==> src/rtl/nf10_router_pkg.sv <==
// -----------------------------------------------------------------------------
// nf10_router_pkg
// Shared definitions for the router IPv4 checksum front-end: bit offsets of the
// 16-bit IPv4 header words inside a 256-bit beat (byte 0 at [255:248], 14-byte
// Ethernet header first), the TTL pre-decrement constant, the partial-sum width,
// the FSM state types, and the beat-0 partial-sum helper.
// -----------------------------------------------------------------------------
package nf10_router_pkg;

   localparam int          SUM_W   = 20;
   localparam int          RES_W   = SUM_W + 16;
   localparam logic [15:0] TTL_DEC = 16'h0100;

   // IPv4 header words 0..8 live in beat 0, word 9 (dst IP low) in beat 1.
   // Word 5 (header checksum, [63:48]) is deliberately absent.
   localparam int IP_W0_LSB = 128;
   localparam int IP_W1_LSB = 112;
   localparam int IP_W2_LSB = 96;
   localparam int IP_W3_LSB = 80;
   localparam int IP_W4_LSB = 64;
   localparam int IP_W6_LSB = 32;
   localparam int IP_W7_LSB = 16;
   localparam int IP_W8_LSB = 0;
   localparam int IP_W9_LSB = 240;

   typedef enum logic [1:0] {
      IN_HDR0 = 2'd0,
      IN_HDR1 = 2'd1,
      IN_BODY = 2'd2
   } in_state_t;

   typedef enum logic {
      OUT_FIRST = 1'b0,
      OUT_BODY  = 1'b1
   } out_state_t;

   // Partial sum of the beat-0 header words. Subtracting 0x0100 from the
   // TTL/protocol word decrements TTL mod 256 without touching the protocol
   // byte or any neighbouring word.
   function automatic logic [SUM_W-1:0] beat0_sum(input logic [255:0] d);
      logic [15:0] w4;
      w4 = d[IP_W4_LSB +: 16] - TTL_DEC;
      return SUM_W'(d[IP_W0_LSB +: 16]) + SUM_W'(d[IP_W1_LSB +: 16]) +
             SUM_W'(d[IP_W2_LSB +: 16]) + SUM_W'(d[IP_W3_LSB +: 16]) +
             SUM_W'(w4)                 + SUM_W'(d[IP_W6_LSB +: 16]) +
             SUM_W'(d[IP_W7_LSB +: 16]) + SUM_W'(d[IP_W8_LSB +: 16]);
   endfunction

endpackage

==> src/rtl/fallthrough_small_fifo.sv <==
// -----------------------------------------------------------------------------
// fallthrough_small_fifo
// Small synchronous FIFO whose head entry is visible on o_dout while not empty
// (no read latency). Depth is 2**MAX_DEPTH_BITS.
// Ports:
//   i_clk, i_rst      clock, asynchronous active-high reset (empties FIFO)
//   i_din, i_wr_en    write data / strobe (ignored when full)
//   i_rd_en           pop the head entry (ignored when empty)
//   o_dout            head entry
//   o_nearly_full     at most one free slot left
//   o_empty           no entries
// -----------------------------------------------------------------------------
module fallthrough_small_fifo #(
   parameter int WIDTH          = 72,
   parameter int MAX_DEPTH_BITS = 2
) (
   input  logic             i_clk,
   input  logic             i_rst,
   input  logic [WIDTH-1:0] i_din,
   input  logic             i_wr_en,
   input  logic             i_rd_en,
   output logic [WIDTH-1:0] o_dout,
   output logic             o_nearly_full,
   output logic             o_empty
);

   localparam int DEPTH = 1 << MAX_DEPTH_BITS;

   logic [WIDTH-1:0]          r_mem [DEPTH];
   logic [MAX_DEPTH_BITS-1:0] r_wr_ptr;
   logic [MAX_DEPTH_BITS-1:0] r_rd_ptr;
   logic [MAX_DEPTH_BITS:0]   r_count;
   logic                      w_wr;
   logic                      w_rd;

   assign o_empty       = (r_count == '0);
   assign o_nearly_full = (r_count >= (MAX_DEPTH_BITS+1)'(DEPTH - 1));
   assign o_dout        = r_mem[r_rd_ptr];

   assign w_wr = i_wr_en & (r_count != (MAX_DEPTH_BITS+1)'(DEPTH));
   assign w_rd = i_rd_en & !o_empty;

   always_ff @(posedge i_clk) begin
      if (w_wr) begin
         r_mem[r_wr_ptr] <= i_din;
      end
   end

   always_ff @(posedge i_clk or posedge i_rst) begin
      if (i_rst) begin
         r_wr_ptr <= '0;
         r_rd_ptr <= '0;
         r_count  <= '0;
      end else begin
         if (w_wr) begin
            r_wr_ptr <= r_wr_ptr + 1'b1;
         end
         if (w_rd) begin
            r_rd_ptr <= r_rd_ptr + 1'b1;
         end
         case ({w_wr, w_rd})
            2'b10:   r_count <= r_count + 1'b1;
            2'b01:   r_count <= r_count - 1'b1;
            default: r_count <= r_count;
         endcase
      end
   end

endmodule

==> src/rtl/ip_checksum_calc.sv <==
// -----------------------------------------------------------------------------
// ip_checksum_calc
// Pass-through AXI4-Stream stage that computes, per packet, the 20-bit partial
// one's-complement sum of the IPv4 header (TTL pre-decremented, checksum word
// excluded, no end-around carry) and the low 16 bits of the destination IP.
// Both are presented on checksum_out / ip_addr_out starting the cycle after
// the packet's first output beat is accepted, and held until the next packet.
// Ports:
//   AXI_ACLK, AXI_RESET          clock, asynchronous active-high reset
//   S_AXIS_*                     input stream (TREADY is an output)
//   M_AXIS_*                     output stream, bit-identical to input
//   checksum_out                 partial header sum, zero-extended to 32 bits
//   ip_addr_out                  destination IP [15:0] (0 for 1-beat packets)
//   pkt_count                    packets released on M_AXIS, wraps at 2^32
//
// Input FSM
//   state   | meaning
//   IN_HDR0 | next accepted beat is beat 0 of a packet
//   IN_HDR1 | beat 0 latched, waiting for beat 1 (dst IP low, final sum)
//   IN_BODY | header done, forwarding until TLAST
// Output FSM
//   state     | meaning
//   OUT_FIRST | data FIFO head is a first beat; needs a result entry to go
//   OUT_BODY  | data FIFO head is a continuation beat
// -----------------------------------------------------------------------------
module ip_checksum_calc #(
   parameter int C_M_AXIS_DATA_WIDTH  = 256,
   parameter int C_S_AXIS_DATA_WIDTH  = 256,
   parameter int C_M_AXIS_TUSER_WIDTH = 128,
   parameter int C_S_AXIS_TUSER_WIDTH = 128
) (
   input  logic                              AXI_ACLK,
   input  logic                              AXI_RESET,
   input  logic [C_S_AXIS_DATA_WIDTH-1:0]    S_AXIS_TDATA,
   input  logic [C_S_AXIS_DATA_WIDTH/8-1:0]  S_AXIS_TSTRB,
   input  logic [C_S_AXIS_TUSER_WIDTH-1:0]   S_AXIS_TUSER,
   input  logic                              S_AXIS_TVALID,
   input  logic                              S_AXIS_TLAST,
   output logic                              S_AXIS_TREADY,
   output logic [C_M_AXIS_DATA_WIDTH-1:0]    M_AXIS_TDATA,
   output logic [C_M_AXIS_DATA_WIDTH/8-1:0]  M_AXIS_TSTRB,
   output logic [C_M_AXIS_TUSER_WIDTH-1:0]   M_AXIS_TUSER,
   output logic                              M_AXIS_TVALID,
   output logic                              M_AXIS_TLAST,
   input  logic                              M_AXIS_TREADY,
   output logic [31:0]                       checksum_out,
   output logic [15:0]                       ip_addr_out,
   output logic [31:0]                       pkt_count
);

   import nf10_router_pkg::*;

   localparam int DW = C_S_AXIS_DATA_WIDTH;
   localparam int UW = C_S_AXIS_TUSER_WIDTH;
   localparam int SW = C_S_AXIS_DATA_WIDTH / 8;
   localparam int FW = DW + UW + SW + 1;

   in_state_t         r_in_state, w_in_next;
   out_state_t        r_out_state, w_out_next;

   logic [SUM_W-1:0]  r_sum;
   logic [SUM_W-1:0]  w_b0_sum;
   logic [15:0]       w_w9;
   logic              w_sum_latch;
   logic              w_res_push;
   logic [RES_W-1:0]  w_res_din;
   logic              w_res_pop;
   logic [RES_W-1:0]  w_res_dout;
   logic              w_res_nf;
   logic              w_res_empty;

   logic [FW-1:0]     w_data_din;
   logic [FW-1:0]     w_data_dout;
   logic              w_data_nf;
   logic              w_data_empty;
   logic              w_dout_last;

   logic              w_in_hs;
   logic              w_out_hs;

   logic [SUM_W-1:0]  r_checksum;
   logic [15:0]       r_ip_addr;
   logic [31:0]       r_pkt_count;

   // ---------------------------------------------------------------- input side
   assign S_AXIS_TREADY = !w_data_nf & !w_res_nf;
   assign w_in_hs       = S_AXIS_TVALID & S_AXIS_TREADY;
   assign w_b0_sum      = beat0_sum(S_AXIS_TDATA);
   assign w_w9          = S_AXIS_TDATA[IP_W9_LSB +: 16];
   assign w_data_din    = {S_AXIS_TLAST, S_AXIS_TUSER, S_AXIS_TSTRB, S_AXIS_TDATA};

   always_ff @(posedge AXI_ACLK or posedge AXI_RESET) begin
      if (AXI_RESET) begin
         r_in_state <= IN_HDR0;
         r_sum      <= '0;
      end else begin
         r_in_state <= w_in_next;
         if (w_sum_latch) begin
            r_sum <= w_b0_sum;
         end
      end
   end

   always_comb begin
      w_in_next   = r_in_state;
      w_sum_latch = 1'b0;
      w_res_push  = 1'b0;
      w_res_din   = '0;
      case (r_in_state)
         IN_HDR0: begin
            if (w_in_hs) begin
               if (S_AXIS_TLAST) begin
                  // Single-beat packet: beat 1 never comes, so no dst IP.
                  w_res_push = 1'b1;
                  w_res_din  = {w_b0_sum, 16'h0000};
               end else begin
                  w_sum_latch = 1'b1;
                  w_in_next   = IN_HDR1;
               end
            end
         end
         IN_HDR1: begin
            if (w_in_hs) begin
               w_res_push = 1'b1;
               w_res_din  = {r_sum + SUM_W'(w_w9), w_w9};
               w_in_next  = S_AXIS_TLAST ? IN_HDR0 : IN_BODY;
            end
         end
         IN_BODY: begin
            if (w_in_hs && S_AXIS_TLAST) begin
               w_in_next = IN_HDR0;
            end
         end
         default: w_in_next = IN_HDR0;
      endcase
   end

   // -------------------------------------------------------------------- FIFOs
   fallthrough_small_fifo #(
      .WIDTH          (FW),
      .MAX_DEPTH_BITS (2)
   ) u_data_fifo (
      .i_clk         (AXI_ACLK),
      .i_rst         (AXI_RESET),
      .i_din         (w_data_din),
      .i_wr_en       (w_in_hs),
      .i_rd_en       (w_out_hs),
      .o_dout        (w_data_dout),
      .o_nearly_full (w_data_nf),
      .o_empty       (w_data_empty)
   );

   fallthrough_small_fifo #(
      .WIDTH          (RES_W),
      .MAX_DEPTH_BITS (2)
   ) u_result_fifo (
      .i_clk         (AXI_ACLK),
      .i_rst         (AXI_RESET),
      .i_din         (w_res_din),
      .i_wr_en       (w_res_push),
      .i_rd_en       (w_res_pop),
      .o_dout        (w_res_dout),
      .o_nearly_full (w_res_nf),
      .o_empty       (w_res_empty)
   );

   // --------------------------------------------------------------- output side
   assign M_AXIS_TDATA  = w_data_dout[DW-1:0];
   assign M_AXIS_TSTRB  = w_data_dout[DW+SW-1:DW];
   assign M_AXIS_TUSER  = w_data_dout[DW+SW+UW-1:DW+SW];
   assign w_dout_last   = w_data_dout[FW-1];
   assign M_AXIS_TLAST  = w_dout_last;

   // A first beat may only leave once its header result exists; this is what
   // holds beat 0 back until beat 1 has been accepted.
   assign M_AXIS_TVALID = !w_data_empty & ((r_out_state != OUT_FIRST) | !w_res_empty);
   assign w_out_hs      = M_AXIS_TVALID & M_AXIS_TREADY;

   always_ff @(posedge AXI_ACLK or posedge AXI_RESET) begin
      if (AXI_RESET) begin
         r_out_state <= OUT_FIRST;
      end else begin
         r_out_state <= w_out_next;
      end
   end

   always_comb begin
      w_out_next = r_out_state;
      w_res_pop  = 1'b0;
      if (w_out_hs) begin
         w_res_pop  = (r_out_state == OUT_FIRST);
         w_out_next = w_dout_last ? OUT_FIRST : OUT_BODY;
      end
   end

   always_ff @(posedge AXI_ACLK or posedge AXI_RESET) begin
      if (AXI_RESET) begin
         r_checksum  <= '0;
         r_ip_addr   <= '0;
         r_pkt_count <= '0;
      end else if (w_res_pop) begin
         r_checksum  <= w_res_dout[RES_W-1:16];
         r_ip_addr   <= w_res_dout[15:0];
         r_pkt_count <= r_pkt_count + 32'd1;
      end
   end

   assign checksum_out = {{(32-SUM_W){1'b0}}, r_checksum};
   assign ip_addr_out  = r_ip_addr;
   assign pkt_count    = r_pkt_count;

endmodule

==> config.mk <==
export PLATFORM = sky130hd
export DESIGN_NAME = ip_checksum_calc
export DESIGN_NICKNAME = d
export VERILOG_FILES = /design/src/rtl/nf10_router_pkg.sv /design/src/rtl/fallthrough_small_fifo.sv /design/src/rtl/ip_checksum_calc.sv
export SDC_FILE = /design/constraint.sdc
export NUM_CORES = 2
export LEC_CHECK = 0
export ABC_CLOCK_PERIOD_IN_PS = 14920
export CORE_UTILIZATION = 36
export DETAILED_ROUTE_END_ITERATION = 6
export GPL_ROUTABILITY_DRIVEN = 0
export PLACE_DENSITY = 0.58
export SYNTH_ARGS = -nofsm -noshare
export SYNTH_HDL_FRONTEND = slang
export SYNTH_SLANG_ARGS = --single-unit
==> constraint.sdc <==
create_clock -name AXI_ACLK -period 14.92 [get_ports AXI_ACLK]
set_input_delay 2.238 -clock AXI_ACLK [delete_from_list [all_inputs] [get_ports AXI_ACLK]]
set_output_delay 2.238 -clock AXI_ACLK [all_outputs]
set_load 0.01 [all_outputs]
==> impl_metrics.tcl <==
set metrics [dict create \
    grt_pass1_wl_um 271000 \
    postCtsSetupBuffers 0 \
    fin_nets 4941 \
    multi_input_area_sq_mm 0.0157 \
    rows 166 \
    setup.worst_path.end_class "output pin" \
    synth.avg_cell_area_sq_um 22.3 \
    dp_hpwl_um 126000 \
    netSwitchingFraction_pct 30.9 \
    synth-main-ff-cell "edfxtp_1" \
    hold_viol 0 \
    dr.pass1.iters 5 \
    p_switching_mw 5.36 \
    cts_resized 0 \
    synth_top_area_share_pct 73.3 \
    syn_area_sq_mm 0.0742 \
    p_int_mw 12.0 \
    p_total_mw 17.4 \
    hold_buffers 0 \
    vdd_drop_max_v 0.000127 \
    ys_ff_latch 1916 \
    die-area_sq_mm 0.208 \
    wirelength_um 190000 \
    die_w_um 456 \
    synthCells 3334 \
    drive_gt1_share_pct 18.4 \
    synth-async-reset-ratio_pct 5.43 \
    clock_power_share_pct 27.4 \
    clock-sinks 1916 \
    min_path_type "flop to flop" \
    final.setup.tns_ns 0 \
    numCtsBuffers 202 \
    max_freq_ghz 0.141 \
    routed_via_density 4.90 \
    setup_violations 0 \
    worstMarginPinSlew_ns 1.29 \
    power.leakage_nw 30.9 \
    drc 0 \
    yosysMostFrequentCell "edfxtp_1" \
    cts.path.max_buffers 3 \
    cts_tree "done" \
    min_period_ns 7.09 \
    clk_pin_slew_ns 0.06 \
    cp.required_ns 12.68 \
    synth_edf_count 1812 \
    num_io_pins 920 \
    antenna_found_initial 46 \
    core_area_sq_mm 0.205 \
    p_per_area_mw_per_mm2 187 \
    p_seq_share_pct 38.2 \
    syn2layout_area_growth_pct 25.1 \
    grt_overflow 0 \
    cts_max_level 4 \
    grtUsageTotal_pct 18.1 \
    routedWlPerCell_um 26.2 \
    path_class "flop to output pin" \
    fin_crit_sh_pct 47.5 \
    synth.distinct_cells 59 \
    vias 35500 \
    grt_start_max_net_pins 144 \
    die_h_um 456 \
    skew_ns 0.0395 \
    first_global_vias 37100 \
    critPathMaxFanout 62 \
    yosysTopAreaCell "edfxtp_1" \
    regArea_sq_mm 0.0570 \
    n_fill_cell 17400 \
    start_util_pct 36.2 \
    synthTopCellsByArea "edfxtp_1 73%, mux4_2 14%, dfrtp_1 3.5%, fa_1 2.6%, inv_1 1.3%" \
    maxCapViolCount 0 \
    comb_power_share_pct 34.5 \
    cts-root-buf "clkbuf_16" \
    clk_latency_ns 0.84 \
    start_kind "flop" \
    rsz0062_at_grt "false" \
    yosysSeqAreaShare_pct 76.9 \
    port_buffers 907 \
    synth_commonest_cells "1812 x edfxtp_1, 453 x mux4_2, 251 x inv_1" \
    drv_slew 0 \
    slew_headroom_pct 13.9 \
    synth_warnings 0 \
    antenna_left 0 \
    status "finished, final reports clean" \
    dr.first_iter.drc_count 2769 \
    worst_ep_arrival_time_ns 4.85 \
]
==> per-stage QoR <==
stage                     hold slack [ns]  util [%]  setup slack, ns  cells  instance area [sq um]
after detailed placement            0.469      42.3             7.50   6859                  86600
after global routing                0.500      45.3             7.50   7236                  92800
after CTS                           0.481      45.3             7.56   7227                  92800
after floorplan                     0.450         -             1.95   3345                  74200
after global placement              0.463      42.3             7.54   6859                  86600
final                               0.478      45.3             7.83   7240                  92800
==> registers in the layout, summed over array words and instances, names as in the netlist <==
signal,cells
ip_addr_out,16
pkt_count,32
r_checksum,20
r_in_state,2
r_out_state,1
r_sum,19
u_data_fifo.r_count,3
u_data_fifo.r_mem,1668
u_data_fifo.r_rd_ptr,2
u_data_fifo.r_wr_ptr,2
u_result_fifo.r_count,3
u_result_fifo.r_mem,144
u_result_fifo.r_rd_ptr,2
u_result_fifo.r_wr_ptr,2
==> worst max-delay path: stages, from the launching register on <==
cell and delay, ns:
dfrtp_4 1.09, buf_4 0.83, buf_4 0.88, mux4_2 0.45
clkdlybuf4s50_1 0.63
==> power by group through the flow <==
stage | clock network [mW] | logic, mW | registers (mW)
final | 4.75 | 5.98 | 6.63
after detailed placement | 0 | 6.09 | 6.75
after floorplan | 0 | 3.26 | 6.77
after global placement | 0 | 6.10 | 6.73
after global routing | 5.07 | 6.37 | 6.68
after CTS | 4.88 | 6.11 | 6.64
==> routing by layer <==
layer | up-vias | GRT usage [%] | wire [um]
li1 | 15500 | - | -
met1 | 18500 | 21.9 | 72600
met2 | 1087 | 30.6 | 96700
met3 | 299 | 5.40 | 13600
met4 | 38 | 6.81 | 6860
met5 | - | 0 | 253
==> cells in the final DEF, fill, tap and decap left out, types with 40 or more instances in the layout <==
| cell | netlist | routed |
|---|---|---|
| clkdlybuf4s50_1 | 0 | 907 |
| dfrtp_1 | 104 | 101 |
| edfxtp_1 | 1812 | 1812 |
| clkinv_1 | 0 | 41 |
| fa_1 | 98 | 98 |
| clkbuf_1 | 52 | 62 |
| inv_1 | 251 | 250 |
| nand2_1 | 85 | 85 |
| mux4_2 | 453 | 453 |
| mux2_2 | 40 | 40 |
| buf_4 | 12 | 44 |
| clkbuf_16 | 0 | 203 |
| xnor2_1 | 45 | 45 |
| ha_1 | 47 | 47 |
==> cells by family (layout without fill, tap and decap cells) <==
family | count (synthesis) | count (layout) | synth area share, %
DFF | 1916 | 1916 | 76.9
muxes | 496 | 496 | 14.4
AOI/OAI and AO/OA | 104 | 104 | 0.877
adders and majority gates | 145 | 145 | 3.44
and+or+nand+nor | 216 | 216 | 1.48
buffers and inverters | 381 | 1575 | 2.06
xor gates and xnor gates | 75 | 75 | 0.885
other | 1 | 25 | 0.00505
==> worst paths after layout <==
| path | startpoint | to | slack (ns) | depth (start not counted) |
|---|---|---|---|---|
| worst min-delay path | r_sum[13] | r_sum[13] | 0.48 | 2 |
| worst max-delay path | u_data_fifo.r_rd_ptr[1] | M_AXIS_TUSER[88] | 7.83 | 4 |
| min in group asynchronous | AXI_RESET | pkt_count[31] | 1.91 | 2 |
| worst min register to register | r_sum[13] | r_sum[13] | 0.48 | 2 |
| max in group asynchronous | AXI_RESET | u_result_fifo.r_rd_ptr[0] | 11.65 | 3 |
| worst max register to register | u_result_fifo.r_count[2] | u_result_fifo.r_mem[0][4] | 10.46 | 8 |
==> layout make-up <==
| type | count | area share, % |
|---|---|---|
| timing repair buffer | 956 | 10.2 |
| inverter | 251 | 1.02 |
| clock buffer | 266 | 5.74 |
| clock inverter | 102 | 0.944 |
| multi-input combinational | 1048 | 16.9 |
| sequential | 1916 | 61.5 |
| antenna | 13 | 0.0351 |
| tap | 2688 | 3.62 |
No activity file was read; power rests on OpenSTA's default activity.
